[src/rtl/if_fetch.sv]
// if_fetch: instruction-fetch stage issuing req/ack reads from the PC stage address and presenting words to decode.
//   clk, rst (async active-low); pc_i/ce_i from the PC stage; flush_i branch kill; stall_i decode stall;
//   stall_req_o PC hold (combinational); imem_req_o/imem_addr_o registered read request, imem_ack_i/imem_rdata_i response;
//   id_pc_o/id_inst_o/id_valid_o registered instruction to decode.
//   Optional IF_FETCH_PERF_EN adds perf_fetch_o (words presented) and perf_wait_o (cycles waiting on ack).
module if_fetch #(
  parameter logic [31:0] NOP_INST = 32'h0000_0000
) (
  input  logic        clk,
  input  logic        rst,
  input  logic [31:0] pc_i,
  input  logic        ce_i,
  input  logic        flush_i,
  input  logic        stall_i,
  output logic        stall_req_o,
  output logic        imem_req_o,
  output logic [31:0] imem_addr_o,
  input  logic        imem_ack_i,
  input  logic [31:0] imem_rdata_i,
  output logic [31:0] id_pc_o,
  output logic [31:0] id_inst_o,
  output logic        id_valid_o
`ifdef IF_FETCH_PERF_EN
  ,
  output logic [31:0] perf_fetch_o,
  output logic [31:0] perf_wait_o
`endif
);
  typedef enum logic [1:0] {IDLE, WAIT, DROP, HOLD} state_t;
  state_t      r_state;
  logic        r_req;
  logic [31:0] r_addr;
  logic [31:0] r_id_pc;
  logic [31:0] r_id_inst;
  logic        r_id_valid;
  logic [31:0] r_hold_pc;
  logic [31:0] r_hold_inst;
  logic        w_take;
  logic        w_issue;
  assign w_take      = r_state == WAIT && imem_ack_i;
  assign w_issue     = ce_i && !stall_i;
  // Forced low on flush so the PC stage loads the branch target that cycle.
  assign stall_req_o = !flush_i && (stall_i || (r_state == WAIT && !imem_ack_i) || r_state == DROP || r_state == HOLD);
  assign imem_req_o  = r_req;
  assign imem_addr_o = r_addr;
  assign id_pc_o     = r_id_pc;
  assign id_inst_o   = r_id_inst;
  assign id_valid_o  = r_id_valid;
  always_ff @(posedge clk or negedge rst) begin
    if (!rst) begin
      r_state     <= IDLE;
      r_req       <= 1'b0;
      r_addr      <= 32'h8000_0000;
      r_id_pc     <= 32'h8000_0000;
      r_id_inst   <= NOP_INST;
      r_id_valid  <= 1'b0;
      r_hold_pc   <= 32'h8000_0000;
      r_hold_inst <= NOP_INST;
    end else if (flush_i) begin
      // An unanswered request cannot be withdrawn, so it is drained in DROP.
      r_state    <= (r_req && !imem_ack_i) ? DROP : IDLE;
      r_req      <= r_req && !imem_ack_i;
      r_id_valid <= 1'b0;
      r_id_inst  <= NOP_INST;
    end else begin
      case (r_state)
        DROP: if (imem_ack_i) begin
          r_state <= IDLE;
          r_req   <= 1'b0;
        end
        HOLD: if (!stall_i) begin
          r_state    <= IDLE;
          r_id_pc    <= r_hold_pc;
          r_id_inst  <= r_hold_inst;
          r_id_valid <= 1'b1;
        end
        default: begin
          if (!stall_i) begin
            r_id_valid <= w_take;
            r_id_inst  <= w_take ? imem_rdata_i : NOP_INST;
            r_id_pc    <= w_take ? r_addr : r_id_pc;
          end
          if (w_take && stall_i) begin
            r_state     <= HOLD;
            r_req       <= 1'b0;
            r_hold_pc   <= r_addr;
            r_hold_inst <= imem_rdata_i;
          end else if (w_take || r_state == IDLE) begin
            r_state <= w_issue ? WAIT : IDLE;
            r_req   <= w_issue;
            r_addr  <= w_issue ? pc_i : r_addr;
          end
        end
      endcase
    end
  end
`ifdef IF_FETCH_PERF_EN
  logic        w_load;
  logic [31:0] r_perf_fetch;
  logic [31:0] r_perf_wait;
  assign w_load       = !flush_i && !stall_i && (w_take || r_state == HOLD);
  assign perf_fetch_o = r_perf_fetch;
  assign perf_wait_o  = r_perf_wait;
  // r_req is high exactly in WAIT and DROP.
  always_ff @(posedge clk or negedge rst) begin
    if (!rst) begin
      r_perf_fetch <= 32'd0;
      r_perf_wait  <= 32'd0;
    end else begin
      r_perf_fetch <= r_perf_fetch + 32'(w_load);
      r_perf_wait  <= r_perf_wait + 32'(r_req && !imem_ack_i);
    end
  end
`endif
endmodule

[config.mk]
export PLATFORM = sky130hd
export DESIGN_NAME = if_fetch
export DESIGN_NICKNAME = d
export VERILOG_FILES = /design/src/rtl/if_fetch.sv
export SDC_FILE = /design/constraint.sdc
export NUM_CORES = 1
export LEC_CHECK = 0
export ABC_AREA = 0
export BUFFER_PORTS_ARGS = -buffer_cell sky130_fd_sc_hd__buf_2
export CAP_MARGIN = 40
export CORE_UTILIZATION = 45
export CTS_BUF_LIST = sky130_fd_sc_hd__clkbuf_8
export DETAILED_ROUTE_END_ITERATION = 10
export PLACE_DENSITY = 0.73
export SYNTH_ARGS = -nofsm -noshare
export SYNTH_HDL_FRONTEND = slang
export SYNTH_SLANG_ARGS = --single-unit
[constraint.sdc]
create_clock -name clk -period 1.5 [get_ports clk]
set_input_delay 0.15 -clock clk [delete_from_list [all_inputs] [get_ports clk]]
set_output_delay 0.15 -clock clk [all_outputs]
set_load 0.005 [all_outputs]
# Word level (Yosys, flattened, before mapping)
# Index checks and enable logic that the tools add are counted.
[classes]
div_mod_pow = 0
n_mul = 0
reduce_logical = 24
addsub = 0
n_bitwise = 5
n_lt_le_gt_ge = 0
shifts = 0
n_eq_ne = 8
mux = 26
[ops]
columns = ["cell", "count"]
rows = [
  ["$mux 32", 7],
  ["$pmux 32 s2", 2],
  ["$mux 2", 6],
  ["$reduce_and 3->1", 3],
  ["$mux 1", 8],
  ["$logic_and 1x1->1", 6],
  ["$ne 2x2->1 const B", 3],
  ["$ne 3x3->1 const B", 2],
  ["$not 1->1", 5],
  ["$reduce_and 5->1", 1],
  ["$reduce_bool 5->1", 1],
  ["$eq 2x2->1 const B", 2],
  ["$logic_or 1x1->1", 4],
  ["$pmux 1 s2", 2],
  ["$pmux 2 s2", 1],
  ["$reduce_and 4->1", 1],
  ["$reduce_bool 4->1", 1],
  ["$logic_not 1->1", 3],
  ["$eq 2x1->1 const B", 1],
  ["$logic_not 2->1", 1],
  ["$reduce_and 2->1", 1],
  ["$reduce_bool 2->1", 1],
  ["$reduce_or 2->1", 1],
]
[word_totals]
mem_bits_ro = 0
elab_cells = 71
latch_bits = 0
n_memories = 0
output_inout_bits = 99
regBits = 164
mem_bits_rw = 0
input_bits = 70

# Depth between registers and ports, before layout
# Gate-level depths: netlist of run 1.
[depth]
ltp_word = 7
depth_mapped = 6
mapped_depth_nobuf = 3

# Least setup slack after synthesis of run 1
# No wires, ideal clock.
[synth_path]
path_type = "flip-flop to flip-flop"
startpoint = "register r_state[0]"
endpoint = "register r_addr[10], in the netlist imem_addr_o[10]"
t_arrival_ns = 1.564
path_buffers = 2
t_required_ns = 1.373
stages_incl_launch_ff = 6
period_less_slack_ns = 1.691
setup_time_ns = 0.127
slack_ns = -0.191
cell_sequence = "dfrtp_1 -> buf_4 -> nor2b_1 -> nor4_4 -> buf_6 -> mux2_1"
[synth_between]
elab_chain_cells = 5
word_cells_on_any_way = 11
classes_between = "eq/ne: 3; bitwise: 2; reduce/logical: 6"
[synth_rtl]
columns = ["item", "line", "rtl"]
rows = [
  ["from (decl)", "30", "state_t r_state;"],
  ["from (signal assigned)", "61", "r_state <= (r_req && !imem_ack_i) ? DROP : IDLE;"],
  ["from (signal assigned)", "89", "r_state <= w_issue ? WAIT : IDLE;"],
  ["$eq 2x1->1", "40", "assign w_take = r_state == WAIT && imem_ack_i;"],
  ["$logic_and 1x1->1", "40", ""],
  ["$logic_and 1x1->1", "83", "if (w_take && stall_i) begin"],
  ["$not 1->1 (no line)", "-", ""],
  ["$reduce_and 5->1 (no line) (*)", "-", ""],
  ["to (signal assigned)", "91", "r_addr <= w_issue ? pc_i : r_addr;"],
  ["to (decl)", "32", "logic [31:0] r_addr;"],
]
# Every way passes the cells marked *; elsewhere a longest branch is shown, timed or not.
# A chain may end at the register's enable or synchronous reset.

# Worst setup path after layout of run 1
[layout_path]
startpoint = "register r_state[1]"
endpoint = "register r_hold_inst[17]"
[layout_between]
elab_chain_cells = 4
word_cells_on_any_way = 8
classes_between = "eq/ne: 3; bitwise: 1; reduce/logical: 4"
[layout_rtl]
columns = ["item", "line", "rtl"]
rows = [
  ["$eq 2x2->1 / $eq 2x1->1 (equally long branches)", "66, 40", ""],
  ["$reduce_or 2->1 (no line) / $logic_and 1x1->1 (equally long branches)", "-", ""],
  ["$not 1->1 (no line) / $logic_and 1x1->1 (equally long branches)", "-", ""],
  ["$reduce_and 3->1 (no line) (*)", "-", ""],
  ["to (signal assigned)", "87", "r_hold_inst <= imem_rdata_i;"],
  ["to (decl)", "37", "logic [31:0] r_hold_inst;"],
]
# Marked as above.

==> results.sh, run 1 <==
export IMPL_start_util=0.459
export IMPL_setup_viol=160
export IMPL_viasPerCell=5.42
export IMPL_cap_violations=0
export IMPL_cp_max_fo=19
export IMPL_p_total_mw=12.9
export IMPL_yosys_warnings=0
export IMPL_arrival_ns=1.98
export IMPL_routed_wl_um=19300
export IMPL_p_per_area_nw_per_um2=1290
export IMPL_ys_flop_type="dfrtp_1"
export IMPL_cp_slowest_cell="dfrtp_2"
export IMPL_period_share=1.09
export IMPL_critPathKind="flip-flop to flip-flop"
export IMPL_max_slew_margin=0.716
export IMPL_final_cells=1015
export IMPL_min_period_ns=1.63
export IMPL_required_ns=1.84
export IMPL_synthToLayoutAreaGrowth_pct=43.5
export IMPL_yosys_cell_types_count=31
export IMPL_place_congestion=0.750
export IMPL_p_leak_nw=4.98
export IMPL_cts_clk_slew_worst_paths_ns=0.08
export IMPL_start_kind="flip-flop"
export IMPL_ant_nets=0
export IMPL_violations="setup timing"
export IMPL_status="finished, violations left"
export IMPL_clock_skew_ns=0.0110
export IMPL_hold_viol=0
export IMPL_cts_tree="yes"
export IMPL_grt_pass1_vias=5641
export IMPL_cts_sinks=164
export IMPL_cpPeakStageDelay_ns=0.46
export IMPL_tightest_slew_ns=0.425
export IMPL_irDropWorstVdd_v=0.000773
export IMPL_synth_top_area_frac=0.580
export IMPL_ys_async_sr_fraction=1.00
export IMPL_grt_pass1_wl_um=28600
export IMPL_hold_slack_ns=0.0641
export IMPL_cts_root_buf="clkbuf_8"
export IMPL_ys_seq_elements=164
export IMPL_row_count=45
export IMPL_antenna_found_initial=0
export IMPL_grt_setup_unrepaired="yes"
export IMPL_port_buffers=168
export IMPL_tns_ns=-11.73
export IMPL_drc=0
export IMPL_htree_levels=4
export IMPL_netlist_instances=545
export IMPL_num_io_pins=169
export IMPL_synth_edf_count=0
export IMPL_synth_top_cell_by_area="dfrtp_1"
export IMPL_cts_buffer_depth=2
export IMPL_syn_num_nets=615
export IMPL_dp_cells=886
export IMPL_final_layout_size_suffix_gt1_frac=0.449
export IMPL_placed_area_um2=8100
export IMPL_avgSynthCellArea_um2=12.8
export IMPL_crit_path_cell_trace="buf_4, nor3_4, buf_4, buf_12, mux2_2"
export IMPL_die_y_um=126
export IMPL_gr_usage_all_layers=0.232
export IMPL_place_ws_ns=-0.172
export IMPL_report_final_slew_viol_count=0
export IMPL_die_width_um=126
export IMPL_min_path_type="primary input to flip-flop"
export IMPL_drt_first_iter_violations=286
export IMPL_ys_top_cells_by_area="dfrtp_1, mux2_2, o21ai_0"
export IMPL_fin_nets=883
export IMPL_utilization=0.658
export IMPL_cts_made_buffers=17
export IMPL_crit_top_cell="buf_4"
export IMPL_insertion_delay_ns=0.47
export IMPL_drt_pass1_iterations=5
export IMPL_dr_total_vias=5499
export IMPL_grt_max_degree=51
export IMPL_synthesis_area_um2=6950
export IMPL_dieArea_um2=15900
export IMPL_yosysSeqAreaShare=0.591
export IMPL_worst_slack_ns=-0.133
export IMPL_endpoint_kind="flip-flop"
export IMPL_core_area_um2=15100
export IMPL_fmax_ghz=0.613
export IMPL_place_hpwl_um=10800
export IMPL_final_cell_area_um2=9970
export IMPL_grt_ovfl_total=0
export IMPL_post_drt_wl_per_cell_um=19.0
[cells in the mapped netlist, drive strengths merged, types with 4 or more instances]
master     n
nor2b      4
mux2      96
nand2     58
buf       21
nand2b     4
a22oi      5
o21ai     92
o2bb2ai    6
a22o      27
mux2i     32
clkbuf    20
dfrtp    161
[report_power, final]
part | total [mW] | switching, mW | internal [mW]
registers | 6.25 | 0.746 | 5.50
clock network | 3.73 | 1.59 | 2.14
logic | 2.87 | 1.22 | 1.65
total | 12.9 | 3.55 | 9.30
[final timing paths]
kind                             start         endpoint  slack [ns]  cells past startpoint
max                         r_state[1]  r_hold_inst[17]       -0.13                      5
min                            flush_i       r_state[1]        0.06                      3
max reg2reg                 r_state[1]  r_hold_inst[17]       -0.13                      5
min reg2reg                id_pc_o[31]      id_pc_o[31]        0.47                      2
max in group asynchronous          rst  imem_addr_o[31]        0.75                      3
min in group asynchronous          rst    r_hold_pc[22]        0.13                      2
[routing by layer]
metal / vias to the layer above / track usage / part of all wire
met3: 17 / 0.0586 / 0.058
li1: 2504 / - / -
met1: 2797 / 0.294 / 0.43
met5: - / 0 / 0
met4: 0 / 0.0829 / 0.011
met2: 181 / 0.387 / 0.50
[what timing repair did]
action / in CTS / in global routing
hold buffers: 66 / 0
resized for setup: 21 / 104
endpoints found under the setup margin: 141 / 131
hold endpoints to repair: 228 / 0
gates cloned: 4 / 11
buffers inserted: 6 / 9
pin swaps: 1 / 42
[cell usage in the layout (no fill, tap or decap), types with 3 or more instances in the layout]
| cell | synthesis | routed |
|---|---|---|
| dlygate4sd3_1 | 0 | 66 |
| buf_6 | 9 | 12 |
| mux2_1 | 29 | 19 |
| a22o_1 | 27 | 27 |
| o21ai_1 | 7 | 38 |
| a22oi_1 | 5 | 5 |
| o2bb2ai_1 | 6 | 5 |
| mux2i_1 | 32 | 32 |
| clkbuf_8 | 0 | 21 |
| o21ai_2 | 0 | 24 |
| clkbuf_16 | 0 | 10 |
| dfrtp_1 | 161 | 160 |
| mux2_2 | 67 | 67 |
| mux2_4 | 0 | 10 |
| buf_12 | 0 | 14 |
| buf_2 | 10 | 167 |
| buf_4 | 2 | 18 |
| inv_1 | 1 | 3 |
| nand2_1 | 58 | 57 |
| bufinv_16 | 0 | 5 |
| dfstp_2 | 3 | 3 |
| o21ai_0 | 85 | 30 |
| nor2b_1 | 4 | 3 |
[critical path: cells and delay by family (launching register included)]
kind | cells | cell delay, ns
buffers and inverters | 3 | 0.49
flip-flops | 1 | 0.46
multiplexers | 1 | 0.36
AND/OR/NAND/NOR | 1 | 0.19
[layout make-up]
cell class,count,area [um2]
Antenna cell,1,2.50
Timing Repair Buffer,290,2370
Multi-Input combinational cell,339,2780
Clock buffer,21,289
Inverter,1,3.75
Clock inverter,11,183
Fill cell,1101,5170
Tap cell,188,235
Sequential cell,164,4110
[registers in the layout, indices dropped and copies added (netlist names)]
register / flops
imem_addr_o: 32
id_valid_o: 1
r_state: 2
r_hold_pc: 32
r_hold_inst: 32
id_pc_o: 32
imem_req_o: 1
id_inst_o: 32
[kinds of logic after synthesis]
| group | after synthesis | share of synthesized area |
|---|---|---|
| compound gates | 135 | 0.118 |
| buf+inv | 42 | 0.0353 |
| flops | 164 | 0.591 |
| mux | 128 | 0.202 |
| simple gates | 76 | 0.0535 |
Note: power is estimated with default switching activity, not from simulation.
==> inputs of run 2 (changes only) <==
==> constraint.sdc (replaced) <==
create_clock -name clk -period 1.5 [get_ports clk]
set_input_delay 0.075 -clock clk [delete_from_list [all_inputs] [get_ports clk]]
set_output_delay 0.075 -clock clk [all_outputs]
set_load 0.005 [all_outputs]
==> results.sh, run 2 (same netlist as run 1, synthesis figures left out) <==
export IMPL_status="finished, violations left"
export IMPL_violations="setup timing"
export IMPL_viasPerCell=5.58
export IMPL_min_period_ns=1.64
export IMPL_arrival_ns=2.02
export IMPL_cts_root_buf="clkbuf_8"
export IMPL_place_congestion=0.801
export IMPL_die_width_um=126
export IMPL_hold_viol=0
export IMPL_num_io_pins=169
export IMPL_required_ns=1.89
export IMPL_r2r_start="r_state[0]"
export IMPL_cts_buffer_depth=2
export IMPL_port_buffers=168
export IMPL_routed_wl_um=21100
export IMPL_cts_made_buffers=17
export IMPL_cap_violations=0
export IMPL_drt_pass1_iterations=5
export IMPL_report_final_slew_viol_count=0
export IMPL_setup_viol=133
export IMPL_tightest_slew_ns=0.564
export IMPL_die_y_um=126
export IMPL_p_leak_nw=5.25
export IMPL_fin_nets=896
export IMPL_htree_levels=4
export IMPL_grt_pass1_vias=5728
export IMPL_antenna_found_initial=0
export IMPL_final_cells=1027
export IMPL_r2r_cells=8
export IMPL_insertion_delay_ns=0.45
export IMPL_dr_total_vias=5735
export IMPL_cts_clk_slew_worst_paths_ns=0.08
export IMPL_final_layout_size_suffix_gt1_frac=0.483
export IMPL_irDropWorstVdd_v=0.000838
export IMPL_min_path_type="primary input to flip-flop"
export IMPL_reg2reg_to="id_inst_o[19]"
export IMPL_diodes=0
export IMPL_critPathKind="flip-flop to flip-flop"
export IMPL_start_kind="flip-flop"
export IMPL_placed_area_um2=8180
export IMPL_grt_max_degree=51
export IMPL_drt_first_iter_violations=399
export IMPL_place_hpwl_um=10900
export IMPL_hold_start="stall_i"
export IMPL_cts_tree="yes"
export IMPL_post_drt_wl_per_cell_um=20.5
export IMPL_hold_depth=4
export IMPL_place_ws_ns=-0.182
export IMPL_synthToLayoutAreaGrowth_pct=50.4
export IMPL_final_common_cell="buf_2"
export IMPL_cts_sinks=164
export IMPL_core_area_um2=15100
export IMPL_hold_slack_ns=0.0477
export IMPL_grt_ovfl_total=0
export IMPL_final_cell_area_um2=10500
export IMPL_min_delay_worst_endpoint="r_state[0]"
export IMPL_grt_pass1_wl_um=30600
export IMPL_cp_max_fo=8
export IMPL_gr_usage_all_layers=0.251
export IMPL_dp_cells=889
export IMPL_start_util=0.459
export IMPL_grt_setup_unrepaired="yes"
export IMPL_dieArea_um2=15900
export IMPL_endpoint_kind="flip-flop"
export IMPL_rrSetupSlack_ns=-0.14
export IMPL_max_slew_margin=0.624
export IMPL_clock_skew_ns=0.0120
export IMPL_p_per_area_nw_per_um2=1210
export IMPL_final_cell_mix="buf_2, dfrtp_1, mux2_4"
export IMPL_p_total_mw=12.7
export IMPL_fmax_ghz=0.611
export IMPL_worst_slack_ns=-0.137
export IMPL_row_count=45
export IMPL_ant_nets=0
export IMPL_period_share=1.09
export IMPL_drc=0
run 2: cell types whose count changed in the layout (fill, tap and decap cells not counted), sizes merged:
| cell | delta |
|---|---|
| buf | +12 |
| bufinv | -3 |
| clkbuf | -2 |
| clkinv | +2 |
| inv | +2 |
| bufbuf | +1 |
| clkinvlp | +1 |
| diode | -1 |
run 2: stage by stage:
| stage | TNS [ns] | util |
|---|---|---|
| 2_1_floorplan | -12.32 | - |
| 3_3_place_gp | -3.82 | 0.540 |
| 3_5_place_dp | -9.67 | 0.540 |
| 4_1_cts | -4.46 | 0.653 |
| 5_1_grt | -17.04 | 0.690 |
| 6_report | -9.90 | 0.690 |
run 2: layout make-up:
| class | instances | area [um2] |
|---|---|---|
| Clock buffer | 19 | 262 |
| Multi-Input combinational cell | 339 | 3020 |
| Inverter | 1 | 3.75 |
| Clock inverter | 13 | 121 |
| Fill cell | 1038 | 4700 |
| Tap cell | 188 | 235 |
| Timing Repair Buffer | 303 | 2700 |
| Sequential cell | 164 | 4110 |
run 2: layer usage:
metal  share of wire  track usage
met4           0.019       0.0765
met3           0.074       0.0701
met2            0.49        0.415
met1            0.42        0.321
met5               0            0
run 2: power breakdown:
group / switching (mW) / internal (mW)
Clock: 1.59 / 1.54
Sequential: 0.799 / 5.50
Combinational: 1.26 / 1.96
Total: 3.65 / 9.00
run 2: critical path, cell delays in order (launching register included):
cell and delay [ns]:
dfrtp_2 0.45, buf_4 0.15, buf_6 0.11, buf_4 0.12, nand2b_4 0.14, a21oi_4 0.14, buf_12 0.15, clkbuf_16 0.16
a22o_1 0.15
run 2: worst max path at each step:
stage / slack (ns) / startpoint / to / cells past startpoint
floorplan: -0.14 / r_state[1] / imem_addr_o[10] / 4
global placement: -0.09 / r_state[0] / id_pc_o[21] / 5
detailed placement: -0.18 / r_state[0] / id_pc_o[7] / 5
CTS: -0.11 / r_state[0] / id_pc_o[20] / 5
global route: -0.18 / r_state[0] / imem_addr_o[22] / 6
finish: -0.14 / r_state[0] / id_inst_o[19] / 8
run 2: what timing repair did:
item	in CTS	in global routing
pin swaps	2	32
hold buffers	66	0
buffers inserted	10	12
gates cloned	10	12
hold endpoints to repair	210	0
setup endpoints to repair	153	158
gates resized for setup	102	86
==> inputs of run 3 (changes only) <==
--- a/config.mk
+++ b/config.mk
@@ -11,7 +11,8 @@
 export CORE_UTILIZATION = 45
 export CTS_BUF_LIST = sky130_fd_sc_hd__clkbuf_8
 export DETAILED_ROUTE_END_ITERATION = 10
-export PLACE_DENSITY = 0.73
+export PLACE_DENSITY = 0.81
+export SETUP_SLACK_MARGIN = 0.05
 export SYNTH_ARGS = -nofsm -noshare
 export SYNTH_HDL_FRONTEND = slang
 export SYNTH_SLANG_ARGS = --single-unit
==> results.sh, run 3 (same netlist as run 1, synthesis figures left out) <==
export IMPL_min_path_type="primary input to flip-flop"
export IMPL_worst_slack_ns=-0.101
export IMPL_grt_max_degree=50
export IMPL_clkPwrFrac=0.277
export IMPL_drt_pass1_iterations=5
export IMPL_dr_total_vias=5569
export IMPL_place_congestion=0.729
export IMPL_required_ns=1.84
export IMPL_cp_slowest_cell="or3b_4"
export IMPL_place_hpwl_um=10000
export IMPL_die_width_um=126
export IMPL_cts_tree="yes"
export IMPL_setup_viol=105
export IMPL_dieArea_um2=15900
export IMPL_routed_wl_um=19900
export IMPL_cts_root_buf="clkbuf_8"
export IMPL_irDropWorstVdd_v=0.000770
export IMPL_final_common_cell="buf_2"
export IMPL_synthToLayoutAreaGrowth_pct=49.5
export IMPL_grt_pass1_wl_um=28300
export IMPL_viasPerCell=5.50
export IMPL_final_cell_mix="buf_2, dfrtp_1, mux2_4"
export IMPL_drt_first_iter_violations=345
export IMPL_num_io_pins=169
export IMPL_endpoint_kind="flip-flop"
export IMPL_htree_levels=4
export IMPL_ant_nets=0
export IMPL_critPathKind="flip-flop to flip-flop"
export IMPL_antenna_found_initial=0
export IMPL_swShare=0.280
export IMPL_max_slew_margin=0.675
export IMPL_start_util=0.459
export IMPL_gr_usage_all_layers=0.231
export IMPL_hold_viol=0
export IMPL_violations="setup timing"
export IMPL_min_period_ns=1.60
export IMPL_drc=0
export IMPL_cpPeakStageDelay_ns=0.44
export IMPL_cts_clk_slew_worst_paths_ns=0.09
export IMPL_clock_skew_ns=0.0106
export IMPL_cap_violations=0
export IMPL_grt_ovfl_total=0
export IMPL_p_switching_mw=3.68
export IMPL_crit_path_cell_trace="buf_6, or3b_4, bufbuf_16, o21ai_2, o21ai_1"
export IMPL_cts_made_buffers=17
export IMPL_fmax_ghz=0.625
export IMPL_cts_sinks=164
export IMPL_die_y_um=126
export IMPL_row_count=45
export IMPL_fin_nets=882
export IMPL_arrival_ns=1.94
export IMPL_p_total_mw=13.2
export IMPL_final_layout_size_suffix_gt1_frac=0.487
export IMPL_p_per_area_nw_per_um2=1270
export IMPL_dp_cells=889
export IMPL_seq_power_share=0.478
export IMPL_start_kind="flip-flop"
export IMPL_diodes=0
export IMPL_period_share=1.07
export IMPL_cp_max_fo=6
export IMPL_port_buffers=168
export IMPL_post_drt_wl_per_cell_um=19.6
export IMPL_report_final_slew_viol_count=0
export IMPL_core_area_um2=15100
export IMPL_status="finished, violations left"
export IMPL_utilization=0.686
export IMPL_grt_setup_unrepaired="yes"
export IMPL_tightest_slew_ns=0.487
export IMPL_grt_pass1_vias=5375
export IMPL_insertion_delay_ns=0.46
export IMPL_p_int_mw=9.48
export IMPL_p_leak_nw=5.19
export IMPL_cts_buffer_depth=2
export IMPL_final_cells=1013
export IMPL_pwr_share_comb=0.245
-- run 3: cell types whose count changed in the layout (fill, tap and decap cells not counted), moves of 3 or more --
| cell | delta |
|---|---|
| bufinv_16 | +3 |
| o21ai_0 | -7 |
| buf_4 | -6 |
| o21ai_2 | +7 |
| clkbuf_16 | -4 |
| buf_16 | -3 |
| mux2_2 | -11 |
| mux2_4 | +11 |
| inv_1 | -3 |
| o2bb2ai_4 | +4 |
| o2bb2ai_2 | -3 |
-- run 3: worst paths after layout --
kind	cells past startpoint	endpoint	startpoint	slack, ns
hold / removal	3	imem_req_o	imem_ack_i	0.03
setup / recovery	5	id_pc_o[17]	r_state[0]	-0.10
hold reg to reg	2	id_pc_o[31]	id_pc_o[31]	0.47
min in group asynchronous	2	r_hold_inst[26]	rst	0.15
max in group asynchronous	3	id_pc_o[17]	rst	0.69
setup reg to reg	5	id_pc_o[17]	r_state[0]	-0.10
-- run 3: through the flow --
step                      worst slack (ns)  area (um2)  hold WS, ns  setup TNS [ns]
after global routing                -0.159       10400       0.0141          -11.65
final                               -0.101       10400       0.0259           -5.66
after CTS                           -0.139        9830      0.00271           -9.43
after floorplan                     -0.141        6960       -0.221          -12.32
after detailed placement            -0.141        8160       0.0594           -8.33
after global placement              -0.124        8160       0.0558           -6.25
-- run 3: power groups by stage --
stage          Clock, mW  Combinational [mW]  Sequential (mW)
2_1_floorplan          0                1.24             6.13
3_3_place_gp           0                2.27             6.16
3_5_place_dp           0                2.35             6.22
4_1_cts             3.72                2.74             6.15
5_1_grt             3.88                3.50             6.41
6_report            3.65                3.22             6.29
-- run 3: final cells by class --
type                    instances  area, um2
clock buffers                  18        248
clock inverters                14        210
fillers                       999       4760
inverters                       1       3.75
multi-input cells             339       3140
flip-flops and latches        164       4110
well taps                     188        235
repair buffers                289       2440
-- run 3: critical path, delay by kind of cell, from the launching register on --
kind | cells | cell delay, ns
AO/OA/AOI/OAI | 2 | 0.22
buffers and inverters | 2 | 0.42
flip-flops | 1 | 0.38
AND/OR/NAND/NOR | 1 | 0.44
-- run 3: repair_timing --
action,CTS,global route
gates cloned,9,6
resized for setup,65,147
setup endpoints to repair,154,163
hold buffers,66,0
setup buffers,10,5
pin swaps,3,43
hold endpoints to repair,215,0
-- run 3: layer usage --
layer,global-route usage,up-vias,share of wire
met2,0.395,248,0.51
li1,-,2485,-
met4,0.0829,0,0.025
met1,0.288,2797,0.41
met3,0.0497,39,0.060
met5,0,-,0
